File: config.mk
export PLATFORM = sky130hd
export DESIGN_NAME = pwm_counter
export DESIGN_NICKNAME = d
export VERILOG_FILES = /design/src/rtl/pwm_counter.sv
export SDC_FILE = /design/constraint.sdc
export NUM_CORES = 1
export LEC_CHECK = 0
export CAP_MARGIN = 10
export CORE_ASPECT_RATIO = 1.2
export CORE_UTILIZATION = 48
export DETAILED_ROUTE_END_ITERATION = 12
export GPL_ROUTABILITY_DRIVEN = 0
export PLACE_DENSITY = 0.81
export SLEW_MARGIN = 20
export SYNTH_ARGS = -nofsm -noshare
export SYNTH_HDL_FRONTEND = slang
export SYNTH_SLANG_ARGS = --single-unit
File: constraint.sdc
create_clock -name clk -period 2.3 [get_ports clk]
set_input_delay 0.23 -clock clk [delete_from_list [all_inputs] [get_ports clk]]
set_output_delay 0.23 -clock clk [all_outputs]
set_load 0.03 [all_outputs]
File: src/rtl/pwm_counter.sv
`default_nettype none
//============================================================================
// Module   : pwm_counter
// Purpose  : Prescaled up/down PWM timebase with live period reload and
//            single-cycle overflow/underflow pulses.
// Options  : PWM_COUNTER_ONESHOT_EN adds a one-shot (stop after first wrap).
// Revision : 1.0 - initial release
//============================================================================
module pwm_counter #(
    parameter int WIDTH   = 16,
    parameter int PRESC_W = 8
) (
    input  logic               clk,
    input  logic               rst_n,
    input  logic               en,
    input  logic [WIDTH-1:0]   period,
    input  logic [PRESC_W-1:0] prescale,
    input  logic               upnotdown,
    input  logic               count_reset,
`ifdef PWM_COUNTER_ONESHOT_EN
    input  logic               oneshot,
`endif
    output logic [WIDTH-1:0]   count_val,
    output logic               ovf_pulse,
    output logic               udf_pulse
);

    logic [WIDTH-1:0]   r_count;
    logic [PRESC_W-1:0] r_psc_cnt;
    logic               r_ovf;
    logic               r_udf;

    logic w_active;
    logic w_tick;
    logic w_wrap_up;
    logic w_wrap_dn;

`ifdef PWM_COUNTER_ONESHOT_EN
    logic r_run;
    logic r_en_d;
    logic w_run_now;

    // An en rising edge re-arms the one-shot in the same cycle it is seen.
    assign w_run_now = r_run | (en & ~r_en_d);
    assign w_active  = en & (w_run_now | ~oneshot);

    always_ff @(posedge clk or negedge rst_n) begin
        if (!rst_n) begin
            r_run  <= 1'b1;
            r_en_d <= 1'b0;
        end else begin
            r_en_d <= en;
            if (count_reset) begin
                r_run <= 1'b1;
            end else if (w_tick && (w_wrap_up || w_wrap_dn) && oneshot) begin
                r_run <= 1'b0;
            end else begin
                r_run <= w_run_now;
            end
        end
    end
`else
    assign w_active = en;
`endif

    // >= rather than == so a lowered prescale/period takes effect at once.
    assign w_tick    = w_active && (r_psc_cnt >= prescale);
    assign w_wrap_up = upnotdown && (r_count >= period);
    assign w_wrap_dn = !upnotdown && (r_count == '0);

    always_ff @(posedge clk or negedge rst_n) begin
        if (!rst_n) begin
            r_count   <= '0;
            r_psc_cnt <= '0;
            r_ovf     <= 1'b0;
            r_udf     <= 1'b0;
        end else if (count_reset) begin
            r_count   <= '0;
            r_psc_cnt <= '0;
            r_ovf     <= 1'b0;
            r_udf     <= 1'b0;
        end else begin
            r_ovf <= 1'b0;
            r_udf <= 1'b0;
            if (w_tick) begin
                r_psc_cnt <= '0;
                if (w_wrap_up) begin
                    r_count <= '0;
                    r_ovf   <= 1'b1;
                end else if (w_wrap_dn) begin
                    r_count <= period;
                    r_udf   <= 1'b1;
                end else if (upnotdown) begin
                    r_count <= r_count + 1'b1;
                end else begin
                    r_count <= r_count - 1'b1;
                end
            end else if (w_active) begin
                r_psc_cnt <= r_psc_cnt + 1'b1;
            end
        end
    end

    assign count_val = r_count;
    assign ovf_pulse = r_ovf;
    assign udf_pulse = r_udf;

endmodule
`default_nettype wire

* After elaboration in Yosys (flattened, before gate mapping)
Index checks and enable logic that the tools add are counted. Widths: inputs -> output; s select.
Operators by class: add/sub/neg operators 3, multiply operators 0, div/mod/pow operators 0, magnitude comparators 2, equality and inequality tests 0, shift operators 0, mux-type cells 15, bitwise logic cells 0, reduce and logical (&&, ||, !) cells 7
Operators by type and width (number):
- $mux 16 | 5
- $mux 8 | 3
- $add 16x1->16 const B | 1
- $ge 16x16->1 | 1
- $logic_not 16->1 | 1
- $sub 16x1->16 const B | 1
- $add 8x1->8 const B | 1
- $ge 8x8->1 | 1
- $mux 1 | 7
- $logic_and 1x1->1 | 3
- $reduce_bool 3->1 | 1
- $reduce_bool 2->1 | 1
- $logic_not 1->1 | 1
Word-level totals: register bits after elaboration 26, bits in latches 0, memory bits (writable) 0, ROM bits 0, bits of input ports 29, output and inout bits 18, logic and storage cells 31, memories 0

* Longest topological paths before layout
Gate-level depths: netlist of the first run.
depth after elaboration 6, depth in mapped cells 10, depth with buffers taken out 9

* Least setup slack after synthesis of the first run
Ideal clock, no wire load.
path type reg-to-reg, start register r_count[0], in the netlist count_val[0], end register r_count[14], in the netlist count_val[14], library setup time 0.122 ns, arrival time 2.344 ns, required time 2.178 ns, slack -0.165 ns, stages on the path, launching flop included 10, buffers on the path 0, clock period less this slack 2.465 ns, path through dfrtp_1 inv_1 fa_1 nor2b_1 o31a_1 nor2_1 o31ai_1 a311oi_2 mux2i_1 a32o_1
Between the ends: longest elaborated chain between the ends 6, elaborated cells between the ends (all ways) 11, those cells by class add/sub (2); order compare (1); mux (5); reduce/logical (3)
Ends and longest elaborated chain:
- start, declared | line 28 | logic [WIDTH-1:0] r_count;
- start signal, assigned | line 91 | r_count <= period;
- start signal, assigned | line 94 | r_count <= r_count + 1'b1;
- start signal, assigned | line 96 | r_count <= r_count - 1'b1;
- $sub 16x1->16 (tied with other cells) | line 96
- $mux 16 / $logic_and 1x1->1 (equally long branches) | line 93, 69
- $mux 16 | line 90 | end else if (w_wrap_dn) begin
- $mux 16 * | line 87 | if (w_wrap_up) begin
- $mux 16 * | line 85 | if (w_tick) begin
- $mux 16 * | line 77 | end else if (count_reset) begin
Mark *: on every way between the ends. The rest lies on a longest branch, timed or not. The select of a mux whose other input is x is not followed. A chain may end at the register's enable or synchronous reset.

* Worst setup path after layout of the first run
start register r_count[2], in the netlist count_val[2], end register r_count[14], in the netlist count_val[14]
Same word-level chain as after synthesis.

==> results of run 1 <==
-- routing by layer --
layer | track usage [%] | routed length [µm]
met1 | 32.2 | 2940
met5 | 0 | 0
met2 | 49.9 | 3650
met3 | 0.972 | 297
met4 | 10.6 | 210
-- critical path: cells and delay by family (launching register included) --
kind / cells / cell delay (ns)
AND/OR/NAND/NOR: 2 / 0.31
multiplexers: 1 / 0.12
flip-flops: 1 / 0.46
AO/OA/AOI/OAI: 4 / 0.95
adder cells (fa/ha/maj): 1 / 0.32
-- cell families (layout without fill, tap and decap cells) --
logic type      Yosys count  in the layout
simple gates             92             92
flops                    26             26
buf+inv                  37            143
fa+ha+maj                40             40
mux                       3              3
compound gates           87             87
xor+xnor                 17             17
-- how the worst max path moves through the flow --
stage | start | to | slack (ns)
2_1_floorplan | count_val[0] | count_val[14] | 0.03
3_3_place_gp | upnotdown | count_val[13] | -0.37
3_5_place_dp | upnotdown | count_val[13] | -0.44
4_1_cts | count_val[2] | count_val[5] | 0.0007
5_1_grt | count_val[1] | count_val[10] | -0.03
6_report | count_val[2] | count_val[14] | 0.03
-- Yosys cell counts (7+ instances only) --
library cell | instances | area (µm²)
a21o_1 | 7 | 52.6
nand2_1 | 34 | 128
inv_1 | 30 | 113
nand3_1 | 10 | 50.1
xnor2_1 | 10 | 87.6
a21oi_1 | 17 | 85.1
o211ai_1 | 7 | 52.6
ha_1 | 39 | 488
nor2_1 | 21 | 78.8
o21ai_0 | 20 | 100
xor2_1 | 7 | 61.3
dfrtp_1 | 26 | 651
-- flip-flops by register name, summed over array words and instances (netlist names) --
register   cells
count_val     16
r_psc_cnt      8
ovf_pulse      1
udf_pulse      1
-- repair_timing --
action                     CTS  global route
setup endpoints to repair   16            15
pin swaps                    6             9
gates cloned                 0             0
gates resized for setup      4            19
setup buffers                1             5
-- final cells by class --
type | instances | area [µm²] | share of cell area [%]
Multi-Input combinational cell | 239 | 1780 | 49.1
Timing Repair Buffer | 108 | 945 | 26.1
Sequential cell | 26 | 657 | 18.2
Inverter | 31 | 116 | 3.22
Tap cell | 60 | 75.1 | 2.08
Clock buffer | 4 | 45.0 | 1.25
-- report_power, final --
part	switching, mW	internal [mW]
sequential	0.00355	0.460
combinational	0.130	0.134
clock	0.156	0.124
total	0.290	0.718
-- per-stage QoR --
step | setup TNS (ns) | area (µm²) | hold slack (ns) | setup slack, ns | power [mW]
final | 0 | 3610 | 0.313 | 0.0339 | 1.01
after global routing | -0.155 | 3610 | 0.361 | -0.0315 | 1.06
after CTS | 0 | 3510 | 0.334 | 0.000689 | 1.00
after detailed placement | -6.32 | 3450 | 0.532 | -0.437 | 0.727
after global placement | -5.45 | 3450 | 0.537 | -0.374 | 0.719
after floorplan | 0 | 2530 | -0.0656 | 0.0250 | 0.593
==> metrics.md, run 1 <==
| Metric | Value |
|---|---|
| CTS tree | built |
| Post-synth cell types | 49 |
| Placed cells | 458 |
| First-pass GRT wire length | 11300 µm |
| Cells on worst reg2reg path | 8 |
| CP Max Fanout | 4 |
| Asr flop ratio synth | 100% |
| Synthesis Warnings | 0 |
| Area share of xor/xnor cells in the synthesized design | 5.90% |
| DR vias/cell | 5.59 |
| Vert. Die Dim | 81.4 µm |
| Slew HR | 72.2% |
| Layout Skew | 0.00326 ns |
| Register area share after synthesis | 25.8% |
| Final Hold Fails | 0 |
| Routed WL per cell | 15.2 µm |
| Clk buf depth | 2 |
| Fillers | 387 |
| Post-DP HPWL | 5490 µm |
| P&R area growth vs syn | 43.2% |
| Tightest Hold Check Type | in2async |
| Root Driver | clkbuf_8 |
| Flop-to-flop setup slack | 0.03 ns |
| H-tree Lvls | 1 |
| GRT Resource Usage Total | 27.1% |
| Post-synthesis instance total | 302 |
| Vias in the first global route | 2591 |
| Commonest cells after routing, fill and taps aside | buf_4, clkdlybuf4s50_1, ha_1 |
| Reg2Reg Capture Point | count_val[14] |
| Final cell count without fillers | 468 |
| Top FF cell, synth | dfrtp_1 |
| CP Cell Sequence | ha_1 > nor2b_2 > o31a_1 > nor2_1 > o31ai_2 > a311oi_2 > mux2i_1 > a32o_1 |
| PortBufs | 46 |
| R2R Path Start | count_val[2] |
| PwrDens | 279 nW/µm² |
| Synth Area in Simple Gates | 17.5% |
| Pin count of the biggest net entering global routing | 27 |
| Starting Density | 50.4% |
| Largest family of logic cells by synthesized area | compound AO/OA/AOI/OAI gates |
| Avg Cell Area, Syn | 8.36 µm² |
| Startpoint type of the worst setup path | flip-flop |
| Worst VDD drop | 226 µV |
| # setup viols final | 0 |
| Register bit total from synthesis | 26 |
| Worst slew pin tran | 0.418 ns |
| Critical path class | reg2reg |
| Util after Layout | 72.1% |
| Worst path max stage delay | 0.46 ns |
| Fin nets | 478 |
| Compound-cell area share of the yosys netlist | 23.3% |
| WL final | 7100 µm |
| Initial antenna violation count | 0 |
| F_max | 0.441 GHz |
| Synth Net Count | 371 |
| Initial drt markers | 66 |
| # hold bufs at CTS | 0 |
| Critical path data required time | 2.47 ns |
| Grt ovf | 0 |
| Run status | complete, no violations |
| Slowest stage cell, crit path | dfrtp_2 |
| Cts bufs inserted | 3 |
| Die Width | 68.2 µm |
| Clock period minus worst slack | 2.27 ns |
| Post-Synth Adder-Cell Area | 20.1% |
| ANT nets after route | 0 |
| Core Box Area | 5010 µm² |
| Commonest non-fill, non-tap cell in the layout | buf_4 |
| Mux cell area share after synthesis | 1.24% |
| I/O Pins | 47 |
| Worst-path clk slew | 0.10 ns |
| Critical Path Sink Type | flip-flop |
| DR vias | 2617 |
| Clk_lat worst skew | 0.27 ns |
| N_diodes | 0 |
| Drt first pass iters | 5 |
| CP arrival | 2.44 ns |
| Remaining DRCs | 0 |
| Slew Viols, Final | 0 |
| Post-synth EDFFs | 0 |
| Share of cells above drive strength 1 | 21.8% |
| Tcrit/Tclk final | 98.5% |
| LEAKAGE | 1.81 nW |
| Die area | 5550 µm² |
| Unrepaired setup endpoints after global routing | true |
| Max Cap Viol | 0 |
| Clock sinks | 26 |
| Row count | 28 |
| Cell Area, Synth | 2520 µm² |
Note: power is estimated with default switching activity, not from simulation.
==> run 2, diff against run 1 <==
--- a/config.mk
+++ b/config.mk
@@ -10,6 +10,7 @@
 export CORE_UTILIZATION = 48
 export DETAILED_ROUTE_END_ITERATION = 12
 export GPL_ROUTABILITY_DRIVEN = 0
+export HOLD_SLACK_MARGIN = 0.03
 export PLACE_DENSITY = 0.81
 export SLEW_MARGIN = 20
 export SYNTH_ARGS = -nofsm -noshare
==> results of run 2 <==
The final DEF is identical to that of run 1; final timing and power are the same.
